===== src/rtl/mem_copy_pkg.sv =====
// Shared definitions for the memory copy engine: FSM state encoding and the
// default word/address widths that the engine and its memory must agree on.
package mem_copy_pkg;

    // Default data word width and address width (address space is 2**MEM_A words)
    localparam int MEM_W = 32;
    localparam int MEM_A = 12;

    // Copy engine states with a fixed 3-bit encoding.
    // VF is only reachable when MEM_COPY_VERIFY_EN is defined.
    typedef enum logic [2:0] {
        IDLE = 3'd0,
        RD   = 3'd1,
        WR   = 3'd2,
        VF   = 3'd3,
        FIN  = 3'd4
    } state_t;

endpackage


===== src/rtl/mem_copy_addr_gen.sv =====
// Address generator for the memory copy engine.
// Holds the captured source/destination bases and word count, the running
// word index, the wrap-around address adders and the last-word compare.
module mem_copy_addr_gen
    import mem_copy_pkg::*;
#(
    parameter int A = MEM_A
) (
    input  logic         clk,
    input  logic         reset,
    input  logic         capture_i,   // accepted start: load bases/len, clear index
    input  logic         advance_i,   // current word finished: step the index
    input  logic [A-1:0] src_i,
    input  logic [A-1:0] dst_i,
    input  logic [A-1:0] len_i,
    output logic [A-1:0] src_addr_o,  // src + idx, modulo 2**A
    output logic [A-1:0] dst_addr_o,  // dst + idx, modulo 2**A
    output logic         last_o,      // the current word is the final one
    output logic         len_zero_o   // requested length (live input) is zero
);

    logic [A-1:0] src_q, src_d;
    logic [A-1:0] dst_q, dst_d;
    logic [A-1:0] len_q, len_d;
    logic [A-1:0] idx_q, idx_d;

    // Next-state for the captured operands and the word index
    always_comb begin
        src_d = src_q;
        dst_d = dst_q;
        len_d = len_q;
        idx_d = idx_q;
        if (capture_i) begin
            src_d = src_i;
            dst_d = dst_i;
            len_d = len_i;
            idx_d = '0;
        end else if (advance_i) begin
            idx_d = idx_q + A'(1);
        end
    end

    // Operand and index registers
    always_ff @(posedge clk or posedge reset) begin
        if (reset) begin
            src_q <= '0;
            dst_q <= '0;
            len_q <= '0;
            idx_q <= '0;
        end else begin
            src_q <= src_d;
            dst_q <= dst_d;
            len_q <= len_d;
            idx_q <= idx_d;
        end
    end

    // Address adders truncate to A bits, so addresses wrap silently.
    // The length compare looks at the live input because the IDLE decision
    // is made in the same cycle the operands are captured.
    always_comb begin
        src_addr_o = src_q + idx_q;
        dst_addr_o = dst_q + idx_q;
        last_o     = ((idx_q + A'(1)) == len_q);
        len_zero_o = (len_i == '0);
    end

endmodule


===== src/rtl/mem_copy_engine.sv =====
// Memory copy engine: single-port bus initiator that copies len words from
// src to dst, one read and one write per word, always in ascending order.
// Optional feature: define MEM_COPY_VERIFY_EN to add a read-back verify
// state after every write, with a sticky err flag on mismatch.
module mem_copy_engine
    import mem_copy_pkg::*;
#(
    parameter int W = MEM_W,
    parameter int A = MEM_A
) (
    input  logic         clk,
    input  logic         reset,
    input  logic         start,
    input  logic [A-1:0] src,
    input  logic [A-1:0] dst,
    input  logic [A-1:0] len,
    output logic         busy,
    output logic         done,
    output logic         err,
    output logic [A-1:0] mem_addr,
    output logic         mem_write,
    output logic [W-1:0] mem_wdata,
    input  logic [W-1:0] mem_rdata
);

    state_t       state_q, state_d;
    logic [W-1:0] buf_q, buf_d;

    logic         capture;
    logic         advance;
    logic [A-1:0] src_addr;
    logic [A-1:0] dst_addr;
    logic         last_word;
    logic         len_zero;

    // A start is only honoured in IDLE; anywhere else it is dropped
    assign capture = (state_q == IDLE) && start;

`ifdef MEM_COPY_VERIFY_EN
    // The index steps once the written word has been read back
    assign advance = (state_q == VF);
`else
    // The index steps as soon as the word has been written
    assign advance = (state_q == WR);
`endif

    mem_copy_addr_gen #(
        .A (A)
    ) u_addr_gen (
        .clk        (clk),
        .reset      (reset),
        .capture_i  (capture),
        .advance_i  (advance),
        .src_i      (src),
        .dst_i      (dst),
        .len_i      (len),
        .src_addr_o (src_addr),
        .dst_addr_o (dst_addr),
        .last_o     (last_word),
        .len_zero_o (len_zero)
    );

    // FSM state register
    always_ff @(posedge clk or posedge reset) begin
        if (reset) begin
            state_q <= IDLE;
        end else begin
            state_q <= state_d;
        end
    end

    // FSM next-state logic
    always_comb begin
        state_d = state_q;
        case (state_q)
            IDLE: begin
                if (start) begin
                    state_d = len_zero ? FIN : RD;
                end
            end
            RD: begin
                state_d = WR;
            end
            WR: begin
`ifdef MEM_COPY_VERIFY_EN
                state_d = VF;
`else
                state_d = last_word ? FIN : RD;
`endif
            end
`ifdef MEM_COPY_VERIFY_EN
            VF: begin
                state_d = last_word ? FIN : RD;
            end
`endif
            FIN: begin
                state_d = IDLE;
            end
            default: begin
                state_d = IDLE;
            end
        endcase
    end

    // FSM outputs, decoded from the state register only so that an
    // asynchronous reset drops mem_write immediately
    always_comb begin
        busy      = 1'b0;
        done      = 1'b0;
        mem_write = 1'b0;
        mem_addr  = '0;
        mem_wdata = buf_q;
        case (state_q)
            RD: begin
                busy     = 1'b1;
                mem_addr = src_addr;
            end
            WR: begin
                busy      = 1'b1;
                mem_write = 1'b1;
                mem_addr  = dst_addr;
            end
`ifdef MEM_COPY_VERIFY_EN
            VF: begin
                busy     = 1'b1;
                mem_addr = dst_addr;
            end
`endif
            FIN: begin
                done = 1'b1;
            end
            default: begin
                busy = 1'b0;
            end
        endcase
    end

    // Word buffer: holds the word read in RD until it is written (and verified)
    always_comb begin
        buf_d = buf_q;
        if (state_q == RD) begin
            buf_d = mem_rdata;
        end
    end

    // Word buffer register
    always_ff @(posedge clk or posedge reset) begin
        if (reset) begin
            buf_q <= '0;
        end else begin
            buf_q <= buf_d;
        end
    end

`ifdef MEM_COPY_VERIFY_EN
    logic err_q, err_d;

    // Sticky verify flag: cleared by an accepted start, set on any read-back mismatch
    always_comb begin
        err_d = err_q;
        if (capture) begin
            err_d = 1'b0;
        end else if ((state_q == VF) && (mem_rdata != buf_q)) begin
            err_d = 1'b1;
        end
    end

    // Verify flag register
    always_ff @(posedge clk or posedge reset) begin
        if (reset) begin
            err_q <= 1'b0;
        end else begin
            err_q <= err_d;
        end
    end

    assign err = err_q;
`else
    // Without read-back verification there is nothing to flag
    assign err = 1'b0;
`endif

endmodule


===== config.mk =====
export PLATFORM = sky130hd
export DESIGN_NAME = mem_copy_engine
export DESIGN_NICKNAME = d
export VERILOG_FILES = /design/src/rtl/mem_copy_pkg.sv /design/src/rtl/mem_copy_addr_gen.sv /design/src/rtl/mem_copy_engine.sv
export SDC_FILE = /design/constraint.sdc
export NUM_CORES = 1
export LEC_CHECK = 0
export CORE_MARGIN = 3
export CORE_UTILIZATION = 34
export DETAILED_ROUTE_END_ITERATION = 10
export MAX_ROUTING_LAYER = met4
export PLACE_DENSITY = 0.69
export SETUP_SLACK_MARGIN = 0.2
export SLEW_MARGIN = 20
export SYNTH_ARGS = -nofsm -noshare
export SYNTH_HDL_FRONTEND = slang
export SYNTH_SLANG_ARGS = --single-unit

===== constraint.sdc =====
create_clock -name clk -period 7.03 [get_ports clk]
set_input_delay 2.109 -clock clk [delete_from_list [all_inputs] [get_ports clk]]
set_output_delay 2.109 -clock clk [all_outputs]
set_load 0.02 [all_outputs]

==> results.py <==
metrics = {
    "global_route": {
        "grt_usage": 0.157,
        "busiest_layer": "met2",
        "grt-ovfl-total": 0,
        "grt_use_met2": 0.249,
        "grt_max_degree": 84,
        "antenna_found_initial": 0,
        "gr-usage-met1": 0.191,
        "grt_pass1_wl_um": 17400,
        "grt_use_met3": 0.0545,
        "grt_pass1_vias": 3484,
    },
    "route": {
        "wire_per_inst_um": 15.3,
        "num_vias": 3368,
        "drt_iter0_drc": 144,
        "routed_via_density": 4.97,
        "drc": 0,
        "drt_pass1_iterations": 4,
        "ant_nets": 0,
        "totalWireLength_um": 10400,
    },
    "critical_path": {
        "end_kind": "output port",
        "slowest_delay_ns": 0.62,
        "r2r-start": "u_addr_gen.idx_q[0]",
        "critical_path.startpoint_type": "flip-flop",
        "critPathKind": "reg -> out",
        "rr_worst_depth": 7,
        "path_depth": 14,
        "crit_required_ns": 4.92,
        "timing.rr.end": "state_q[0]",
        "worstPathBufferInverterCount": 3,
        "critical_path_arrival_ns": 3.92,
        "reg2reg_slack_ns": 4.65,
        "cp-startpoint": "state_q[1]",
        "crit_family": "buffers and inverters",
        "crit_fanout": 20,
        "crit_end": "mem_addr[10]",
        "crit_path_cell_trace": "or3b_1, inv_2, nand2_1, nand2_1, ha_1, inv_1, fa_1, nor2b_1, o21a_1, o21ai_0, a21oi_1, o21ai_0, mux2i_1, clkdlybuf4s50_1",
        "slowest_stage": "clkdlybuf4s50_1",
    },
    "placed_design": {
        "dp_slack_ns": 1.40,
        "gp_congestion": 0.835,
        "io_buffers": 117,
        "hpwl_um": 7680,
    },
    "sta": {
        "slew_violations": 0,
        "setup_slack_ns": 1.00,
        "setup_viol": 0,
        "slew_headroom": 0.356,
        "rsz0062_at_grt": "false",
        "fin_skew_ns": 0.00623,
        "worst_pin_slew_ns": 0.963,
        "fin_crit_ns": 6.03,
        "min_period_over_period": 0.858,
        "fmax_ghz": 0.166,
        "hold_viol_final": 0,
        "fin_tns_setup_ns": 0,
        "whs_ns": 0.505,
    },
    "yosys": {
        "yosysWarnings": 0,
        "synth_top_flop_cell": "dfrtp_1",
        "synth_cell_types": 55,
        "ys_seq_area_frac": 0.481,
        "postSynth.asyncResetShare": 1.00,
        "muxShareOfSynthArea": 0.191,
        "synth_compound_area_frac": 0.0802,
        "synth_fa_ha_area_frac": 0.0394,
        "synth_edf_count": 0,
        "syn_avg_cell_area_sq_um": 11.0,
        "synth_cells": 392,
        "synth_area_sq_um": 4320,
        "synth_xor_area_frac": 0.0405,
        "synth-simple-area-share": 0.136,
        "synth_top_family_by_area": "multiplexers",
        "ys_seq_elements": 83,
        "synth_nets": 476,
    },
    "clock_tree": {
        "cts_buffers": 9,
        "cts_buffer_depth": 2,
        "cts.repair.resized": 0,
        "postCtsHoldBufs": 0,
        "cts_tree": "done",
        "cts_setup_buffers": 0,
        "clock_sinks": 83,
        "clockRootBuffer": "clkbuf_16",
        "h-tree-depth": 3,
        "insertion_delay_ns": 0.33,
        "clk_pin_slew_ns": 0.06,
    },
    "layout": {
        "drive_above_1_share": 0.194,
        "nFillCells": 1147,
        "area_growth_pct": 37.4,
        "multiInputGateArea_sq_um": 2120,
        "seqCellArea_sq_um": 2080,
        "antenna-diode-count": 0,
        "nNetsFinal": 590,
    },
    "worst_hold_path": {
        "hp-class": "reg -> reg",
        "min_path_cells": 1,
    },
    "job": {
        "maxCapViolations": 0,
    },
    "die": {
        "die_h_um": 119,
        "ios": 119,
        "start_util": 0.354,
        "core.rowCount": 40,
        "core_region_area_sq_um": 12200,
        "die_x_um": 119,
        "dieArea_sq_um": 14100,
    },
    "power_and_ir_drop": {
        "p_leak_uw": 0.00244,
        "power_density_nw_per_um2": 444,
        "peakVddDrop_mv": 0.227,
    },
    "outcome": {
        "outcome": "finished, final reports clean",
    },
}
-- report_power, final --
part / switching (uW) / internal (uW) / total [uW]
Clock: 190 / 274 / 465
Combinational: 646 / 681 / 1330
Sequential: 150 / 694 / 844
Total: 986 / 1650 / 2640
-- worst reg2reg max path: cells and delay by family (launching register included) --
| family | cells | cell delay, ns |
|---|---|---|
| compound gates | 3 | 0.84 |
| flops | 1 | 0.51 |
| xor+xnor | 2 | 0.42 |
| fa+ha+maj | 1 | 0.36 |
| simple gates | 1 | 0.13 |
-- registers in the layout (all words and copies together), names as in the netlist --
name              cells
mem_wdata            32
state_q               3
u_addr_gen.dst_q     12
u_addr_gen.idx_q     12
u_addr_gen.len_q     12
u_addr_gen.src_q     12
-- cell usage after synthesis (all sizes together) (2+ instances only) --
master,instances,area (sq um)
a211oi,2,15.0
a21oi,8,40.0
a22o,3,26.3
a311oi,2,17.5
a31oi,3,18.8
and2,3,18.8
and3,2,13.8
buf,14,86.3
clkbuf,4,16.3
dfrtp,83,2080
ha,12,150
inv,7,26.3
mux2,68,766
mux2i,6,60.1
nand2,53,199
nand2b,4,25.0
nand3,7,40.0
nand4,4,25.0
nor2,20,80.1
nor2b,5,31.3
nor3,4,20.0
nor3b,4,35.0
nor4,4,25.0
nor4b,2,17.5
o21ai,24,120
o21bai,2,15.0
o22ai,2,12.5
o31ai,3,22.5
or2,3,18.8
xnor2,12,105
xor2,8,70.1
-- per-stage QoR --
stage | power, uW | util | cell area, sq um | cells
6_report | 2640 | 0.486 | 5940 | 678
5_1_grt | 2820 | 0.486 | 5940 | 678
4_1_cts | 2670 | 0.486 | 5930 | 678
3_5_place_dp | 2190 | 0.462 | 5640 | 663
3_3_place_gp | 2150 | 0.462 | 5640 | 663
2_1_floorplan | 1670 | - | 4320 | 392
-- routing by layer --
| layer | part of all wire | routed length [um] |
|---|---|---|
| met5 | 0 | 0 |
| met4 | 0.0092 | 96 |
| met3 | 0.069 | 715 |
| met2 | 0.48 | 4990 |
| met1 | 0.44 | 4580 |
-- placed cells by master, fill, tap and decap left out, drive strengths merged, types with 5 or more instances in the layout --
cell type | netlist | layout
nor2 | 20 | 20
inv | 7 | 8
xor2 | 8 | 8
a21oi | 8 | 8
ha | 12 | 12
clkdlybuf4s50 | 0 | 117
mux2 | 68 | 68
xnor2 | 12 | 12
nor2b | 5 | 5
mux2i | 6 | 6
nand2 | 53 | 53
o21ai | 24 | 24
clkbuf | 4 | 9
dfrtp | 83 | 83
nand3 | 7 | 7
-- worst min-delay path by stage --
stage                         start                    to
2_1_floorplan  u_addr_gen.src_q[11]  u_addr_gen.src_q[11]
3_3_place_gp          mem_wdata[11]         mem_wdata[11]
3_5_place_dp          mem_wdata[13]         mem_wdata[13]
4_1_cts                mem_wdata[7]          mem_wdata[7]
5_1_grt               mem_wdata[23]         mem_wdata[23]
6_report              mem_wdata[19]         mem_wdata[19]
-- cell families after synthesis --
| kind of cell | Yosys count |
|---|---|
| DFF | 83 |
| buffers and inverters | 26 |
| adders and majority gates | 13 |
| xor gates and xnor gates | 20 |
| and+or+nand+nor | 120 |
| AOI/OAI and AO/OA | 55 |
| other | 1 |
| muxes | 74 |
-- area by class of cell --
class                           instances  share of cell area
Timing Repair Buffer                  121               0.203
Sequential cell                        83               0.350
Clock inverter                          6              0.0110
Clock buffer                            9              0.0379
Tap cell                              168              0.0354
Inverter                                8             0.00527
Multi-Input combinational cell        283               0.358
No activity file was read; power rests on OpenSTA's default activity.
